`config.mk`:
```
export PLATFORM = sky130hd
export DESIGN_NAME = apb4_slave_if_flat
export DESIGN_NICKNAME = d
export VERILOG_FILES = /design/src/rtl/apb4_slave_if_if.sv /design/src/rtl/apb4_slave_if.sv /design/src/flat_wrapper.sv
export SDC_FILE = /design/constraint.sdc
export NUM_CORES = 2
export LEC_CHECK = 0
export CAP_MARGIN = 0
export CORE_AREA = 2 2 286 288
export DETAILED_ROUTE_END_ITERATION = 6
export DIE_AREA = 0 0 288 290
export PLACE_DENSITY = 0.88
export RECOVER_POWER = 100
export SKIP_CTS_REPAIR_TIMING = 1
export SYNTH_ARGS = -nofsm -noshare
export SYNTH_HDL_FRONTEND = slang
export SYNTH_SLANG_ARGS = --single-unit
```
`constraint.sdc`:
```
create_clock -name PCLK -period 58.3 [get_ports PCLK]
set_input_delay 11.66 -clock PCLK [delete_from_list [all_inputs] [get_ports PCLK]]
set_output_delay 11.66 -clock PCLK [all_outputs]
set_load 0.005 [all_outputs]
```
`src/rtl/apb4_slave_if_if.sv`:
```
// APB4 bus bundle between a requester and the apb4_slave_if completer.
interface apb4_slave_if_if #(
    parameter int unsigned ADDR_WIDTH = 32,
    parameter int unsigned DATA_WIDTH = 32
);
    logic                    PSEL;
    logic                    PENABLE;
    logic                    PWRITE;
    logic [ADDR_WIDTH-1:0]   PADDR;
    logic [DATA_WIDTH-1:0]   PWDATA;
    logic [DATA_WIDTH/8-1:0] PSTRB;
    logic [2:0]              PPROT;
    logic [DATA_WIDTH-1:0]   PRDATA;
    logic                    PREADY;
    logic                    PSLVERR;

    modport master (
        output PSEL, PENABLE, PWRITE, PADDR, PWDATA, PSTRB, PPROT,
        input  PRDATA, PREADY, PSLVERR
    );

    modport slave (
        input  PSEL, PENABLE, PWRITE, PADDR, PWDATA, PSTRB, PPROT,
        output PRDATA, PREADY, PSLVERR
    );
endinterface

```
`src/rtl/apb4_slave_if.sv`:
```
// APB4 completer backed by a word-addressed register array, with a fixed
// number of wait states, byte-lane write strobes and an address-error response.
module apb4_slave_if #(
    parameter int unsigned ADDR_WIDTH  = 32,
    parameter int unsigned DATA_WIDTH  = 32,
    parameter int unsigned MEM_DEPTH   = 32,
    parameter int unsigned WAIT_STATES = 0
) (
    input logic            PCLK,
    input logic            PRESETn,  // active-high despite the name
    apb4_slave_if_if.slave apb
);
    localparam int unsigned LANES    = DATA_WIDTH / 8;
    localparam int unsigned ADDR_LSB = $clog2(LANES);
    localparam int unsigned IDX_W    = (MEM_DEPTH > 1) ? $clog2(MEM_DEPTH) : 1;
    localparam int unsigned CNT_W    = 4;

    // The setup phase is recognised in s_idle (or s_done for back-to-back
    // restarts); s_access counts wait states, s_done is the PREADY=1 cycle.
    localparam logic [1:0] s_idle   = 2'd0;
    localparam logic [1:0] s_access = 2'd1;
    localparam logic [1:0] s_done   = 2'd2;

    logic [1:0]            state_q, state_d;
    logic [CNT_W-1:0]      cnt_q, cnt_d;
    logic                  pready_q, pready_d;
    logic                  pslverr_q, pslverr_d;
    logic [DATA_WIDTH-1:0] prdata_q, prdata_d;
    logic [DATA_WIDTH-1:0] mem_q [MEM_DEPTH];

    logic [ADDR_WIDTH-1:0] word_idx;
    logic [IDX_W-1:0]      mem_idx;
    logic                  addr_err;
    logic [DATA_WIDTH-1:0] rd_word;
    logic                  start, finish, wr_en;
    logic                  unused_pprot;

    assign unused_pprot = ^apb.PPROT;

    // Address decode: word index, misalignment and range errors.
    always_comb begin
        word_idx = apb.PADDR >> ADDR_LSB;
        mem_idx  = word_idx[IDX_W-1:0];
        addr_err = ((apb.PADDR & ADDR_WIDTH'(LANES - 1)) != '0) ||
                   (word_idx >= ADDR_WIDTH'(MEM_DEPTH));
        rd_word  = addr_err ? '0 : mem_q[mem_idx];
    end

    // Next-state logic; response outputs are registered on entry to s_done.
    always_comb begin
        state_d = state_q;
        cnt_d   = cnt_q;
        start   = 1'b0;
        finish  = 1'b0;
        unique case (state_q)
            s_idle: start = apb.PSEL && !apb.PENABLE;
            s_access: begin
                if (!apb.PSEL) begin
                    state_d = s_idle;
                end else if (!apb.PENABLE) begin
                    start = 1'b1;
                end else begin
                    cnt_d  = cnt_q - 4'd1;
                    finish = (cnt_q == 4'd1);
                end
            end
            s_done: begin
                state_d = s_idle;
                start   = apb.PSEL && !apb.PENABLE;
            end
            default: state_d = s_idle;
        endcase
        if (start) begin
            cnt_d = CNT_W'(WAIT_STATES);
            if (WAIT_STATES == 0) begin
                finish = 1'b1;
            end else begin
                state_d = s_access;
            end
        end
        if (finish) begin
            state_d = s_done;
            cnt_d   = '0;
        end
        pready_d  = finish;
        pslverr_d = finish && addr_err;
        prdata_d  = prdata_q;
        if (finish) begin
            if (addr_err) begin
                prdata_d = '0;
            end else if (!apb.PWRITE) begin
                prdata_d = rd_word;
            end
        end
    end

    assign wr_en = (state_q == s_done) && apb.PSEL && apb.PENABLE && apb.PWRITE && !addr_err;

    // Control and response registers.
    always_ff @(posedge PCLK or posedge PRESETn) begin
        if (PRESETn) begin
            state_q   <= s_idle;
            cnt_q     <= '0;
            pready_q  <= 1'b0;
            pslverr_q <= 1'b0;
            prdata_q  <= '0;
        end else begin
            state_q   <= state_d;
            cnt_q     <= cnt_d;
            pready_q  <= pready_d;
            pslverr_q <= pslverr_d;
            prdata_q  <= prdata_d;
        end
    end

    // Storage array: strobed byte-lane writes on the completing edge.
    always_ff @(posedge PCLK or posedge PRESETn) begin
        if (PRESETn) begin
            for (int w = 0; w < int'(MEM_DEPTH); w++) begin
                mem_q[w] <= '0;
            end
        end else if (wr_en) begin
            for (int l = 0; l < int'(LANES); l++) begin
                if (apb.PSTRB[l]) begin
                    mem_q[mem_idx][8*l +: 8] <= apb.PWDATA[8*l +: 8];
                end
            end
        end
    end

    assign apb.PREADY  = pready_q;
    assign apb.PSLVERR = pslverr_q;
    assign apb.PRDATA  = prdata_q;
endmodule

```
`src/flat_wrapper.sv`:
```
// flat-port wrapper written by rule: the top's interface ports become plain ports
module apb4_slave_if_flat 
#(
    parameter int unsigned ADDR_WIDTH  = 32,
    parameter int unsigned DATA_WIDTH  = 32,
    parameter int unsigned MEM_DEPTH   = 32,
    parameter int unsigned WAIT_STATES = 0
)
  (PCLK, PRESETn, apb_PSEL, apb_PENABLE, apb_PWRITE, apb_PADDR, apb_PWDATA, apb_PSTRB, apb_PPROT, apb_PRDATA, apb_PREADY, apb_PSLVERR);
  apb4_slave_if_if #(.ADDR_WIDTH(ADDR_WIDTH), .DATA_WIDTH(DATA_WIDTH)) apb_i ();
  input logic PCLK;
  input logic PRESETn;
  input wire logic [$bits(apb_i.PSEL)-1:0] apb_PSEL;
  input wire logic [$bits(apb_i.PENABLE)-1:0] apb_PENABLE;
  input wire logic [$bits(apb_i.PWRITE)-1:0] apb_PWRITE;
  input wire logic [$bits(apb_i.PADDR)-1:0] apb_PADDR;
  input wire logic [$bits(apb_i.PWDATA)-1:0] apb_PWDATA;
  input wire logic [$bits(apb_i.PSTRB)-1:0] apb_PSTRB;
  input wire logic [$bits(apb_i.PPROT)-1:0] apb_PPROT;
  output wire logic [$bits(apb_i.PRDATA)-1:0] apb_PRDATA;
  output wire logic [$bits(apb_i.PREADY)-1:0] apb_PREADY;
  output wire logic [$bits(apb_i.PSLVERR)-1:0] apb_PSLVERR;
  assign apb_i.PSEL = apb_PSEL;
  assign apb_i.PENABLE = apb_PENABLE;
  assign apb_i.PWRITE = apb_PWRITE;
  assign apb_i.PADDR = apb_PADDR;
  assign apb_i.PWDATA = apb_PWDATA;
  assign apb_i.PSTRB = apb_PSTRB;
  assign apb_i.PPROT = apb_PPROT;
  assign apb_PRDATA = apb_i.PRDATA;
  assign apb_PREADY = apb_i.PREADY;
  assign apb_PSLVERR = apb_i.PSLVERR;
  apb4_slave_if #(.ADDR_WIDTH(ADDR_WIDTH), .DATA_WIDTH(DATA_WIDTH), .MEM_DEPTH(MEM_DEPTH), .WAIT_STATES(WAIT_STATES)) u_core (.PCLK(PCLK), .PRESETn(PRESETn), .apb(apb_i));
endmodule
```
==> out/results.txt <==
Failing checks -> design-rule violations, max-capacitance violations, max-slew violations
Max Clk Rate -> 33.5 MHz
Antenna Nets Post-Route -> 0
RSZ-0062 raised after global routing -> no
IO Pins -> 110
Synthesis-stage register bit count -> 1,059
Routed via count -> 29,600
Die X -> 288 um
YS warnings -> 0
Fin Setup TNS -> 0 ns
CP arrival -> 28.26 ns
Core Rows -> 104
Pwr dens -> 28.5 nW/um^2
TritonCTS clock tree -> yes
CP Class -> in2async
Switching portion of total power -> 0.227
Endpoints failing setup -> 0
Die span in y -> 290 um
Mapped cell area -> 47,700 um^2
Part of the power in registers -> 0.486
Worst-path clk slew -> 0.06 ns
CTS Sinks -> 1,059
Net load switching power -> 0.000343 W
Clock root buffer -> clkbuf_16
Grt ovf -> 0
Setup ws final -> 28.48 ns
Clock power frac -> 0.466
Core area -> 80,200 um^2
Fin crit period -> 29.82 ns
Pleak -> 26.9 nW
Initial drt markers -> 3,385
Post-synthesis net count -> 3,258
Max Root-Sink Buffers -> 3
Sequential fraction of the synthesis area -> 0.555
Hold slack -> 0.486 ns
DRC errors left -> 1
Wirelength, routed -> 128,000 um
Startpoint Class -> input port
Place WS -> 42.80 ns
Number of flops mapped to enable cells by yosys -> 0
Critical Path Fanout Max -> 191
Max cap viols -> 16
Asr flop ratio synth -> 1.00
Cells after synthesis -> 3,182
DR WL/cell -> 29.4 um
Final Cycle Share -> 0.511
Post-Syn Area per Cell -> 15.0 um^2
H-tree depth -> 3
Setup Skew -> 0.0201 ns
Die ar. -> 83,500 um^2
IO Port Bufs -> 106
Slew Viols, Final -> 1,245
Final GP Congestion -> 0.828
Slew @ Worst Pin -> 9.22 ns
Crit end category -> asynchronous set/reset pin
First-pass GRT wire length -> 195,000 um
Layout Nets -> 3,302
Logic pwr share -> 0.048
Ant. Diodes -> 0
Max IR drop VDD -> 0.0236 mV
Gr usage total -> 0.310
Outcome -> complete, but fails checks
CTS buffer count -> 102
DRT Pass-1 Iters -> 7
Synth cell types -> 37
Layout area overhead -> 11.1%
Initial Util -> 0.595
Initial antenna violation count -> 2
Top FF cell, synth -> dfrtp_1
Final Hold Fails -> 0
Layout cells sized above 1 -> 0.215
Via-per-instance ratio -> 6.77
Skew-Pair Late Insertion Delay -> 0.67 ns
HP Class -> reg2reg
Final HPWL from detailed placement -> 78,000 um
Largest net degree at the start of global routing -> 192
Data required, critical path -> 56.74 ns
Rel. slew slack -> -5.15
Internal -> 0.00117 W
Vias in the first global route -> 31,000
## power by group through the flow
stage | sequential, W | clock (W) | combinational (W)
final | 0.000735 | 0.000704 | 0.0000731
after global routing | 0.000735 | 0.000738 | 0.0000778
after CTS | 0.000735 | 0.000707 | 0.0000734
after detailed placement | 0.000749 | 0 | 0.0000729
after global placement | 0.000749 | 0 | 0.0000724
after floorplan | 0.000750 | 0 | 0.0000434
## stage by stage
step	cells	total power, W	util	instance area (um^2)
finish	4369	0.00151	0.661	53000
global placement	4182	0.000821	0.621	49800
CTS	4369	0.00152	0.666	53300
global route	4369	0.00155	0.661	53000
detailed placement	4182	0.000822	0.621	49800
floorplan	3182	0.000793	-	47700
## logic make-up (layout without fill, tap and decap cells)
group | count (synthesis) | count (layout) | share of synthesized area
AOI/OAI and AO/OA | 224 | 224 | 0.0361
buffers and inverters | 224 | 351 | 0.0192
DFF | 1059 | 1059 | 0.555
muxes | 1409 | 1409 | 0.356
and+or+nand+nor | 266 | 266 | 0.0335
## metal layers
metal	global-route usage	wire length, um
met3	0.0652	11700
met4	0.154	6640
met5	0.00581	74
met1	0.428	50900
met2	0.467	59200
## placed cells by master, fill, tap and decap left out, types with 2 or more instances in the layout
master,n
clkinv_2,25
bufinv_16,13
clkdlybuf4s50_1,67
clkbuf_16,106
nand2b_1,4
nor4_1,8
dfrtp_1,1059
nand3_1,2
and4b_1,3
clkbuf_1,32
nand2_1,134
o22ai_1,43
inv_6,2
buf_4,37
nor4_4,2
a32o_1,22
inv_1,4
mux4_2,128
a22oi_1,128
nor2_1,56
and4_1,31
o221ai_1,20
nor2b_1,6
mux2i_1,257
dlygate4sd3_1,37
mux2_2,357
nor4bb_4,5
clkinvlp_4,3
nand4_1,2
o2bb2ai_1,10
clkbuf_8,20
nor4b_2,3
mux2_1,667
## cell type report
type                            count  area (um^2)
Fill cell                        5395        27100
Sequential cell                  1059        26500
Multi-Input combinational cell   1899        20200
Clock buffer                      143         2990
Timing Repair Buffer              159         1420
Tap cell                         1060         1330
Clock inverter                     44          572
Inverter                            5         20.0
## synthesized netlist by cell type (17+ instances only)
master	number	area [um^2]
a22oi_1	128	961
o22ai_1	43	269
a32o_1	22	220
mux2_2	359	4040
dfrtp_1	1059	26500
nand2_2	50	313
mux2_1	665	7490
mux4_2	128	2880
nor2_1	56	210
buf_2	38	190
o221ai_1	20	175
and4_1	32	280
buf_1	17	63.8
nand2_1	74	278
mux2i_1	257	2570
clkbuf_1	158	593
## critical path: stages
cell           delay, ns
dlygate4sd3_1       0.54
clkinvlp_2          2.61
clkbuf_1            6.01
clkbuf_1            6.97
## worst paths after layout
path                                        end         startpoint  cells past startpoint  slack (ns)
setup / recovery              u_core.mem_q[938]            PRESETn                      4       28.48
hold / removal                u_core.mem_q[313]  u_core.mem_q[313]                      1        0.49
min in group asynchronous     u_core.mem_q[345]            PRESETn                      2       12.92
hold reg to reg               u_core.mem_q[313]  u_core.mem_q[313]                      1        0.49
max in group PCLK          u_core.apb.PRDATA[0]      apb_PADDR[20]                      7       42.65
setup reg to reg              u_core.mem_q[101]  u_core.state_q[1]                      5       54.23
## sequential cells by signal, summed over array words and instances, names as in the netlist
signal / cells
u_core.mem_q: 1024
u_core.apb.PRDATA: 32
u_core.state_q: 1
u_core.apb.PSLVERR: 1
u_core.apb.PREADY: 1
No activity file was read; power rests on OpenSTA's default activity.
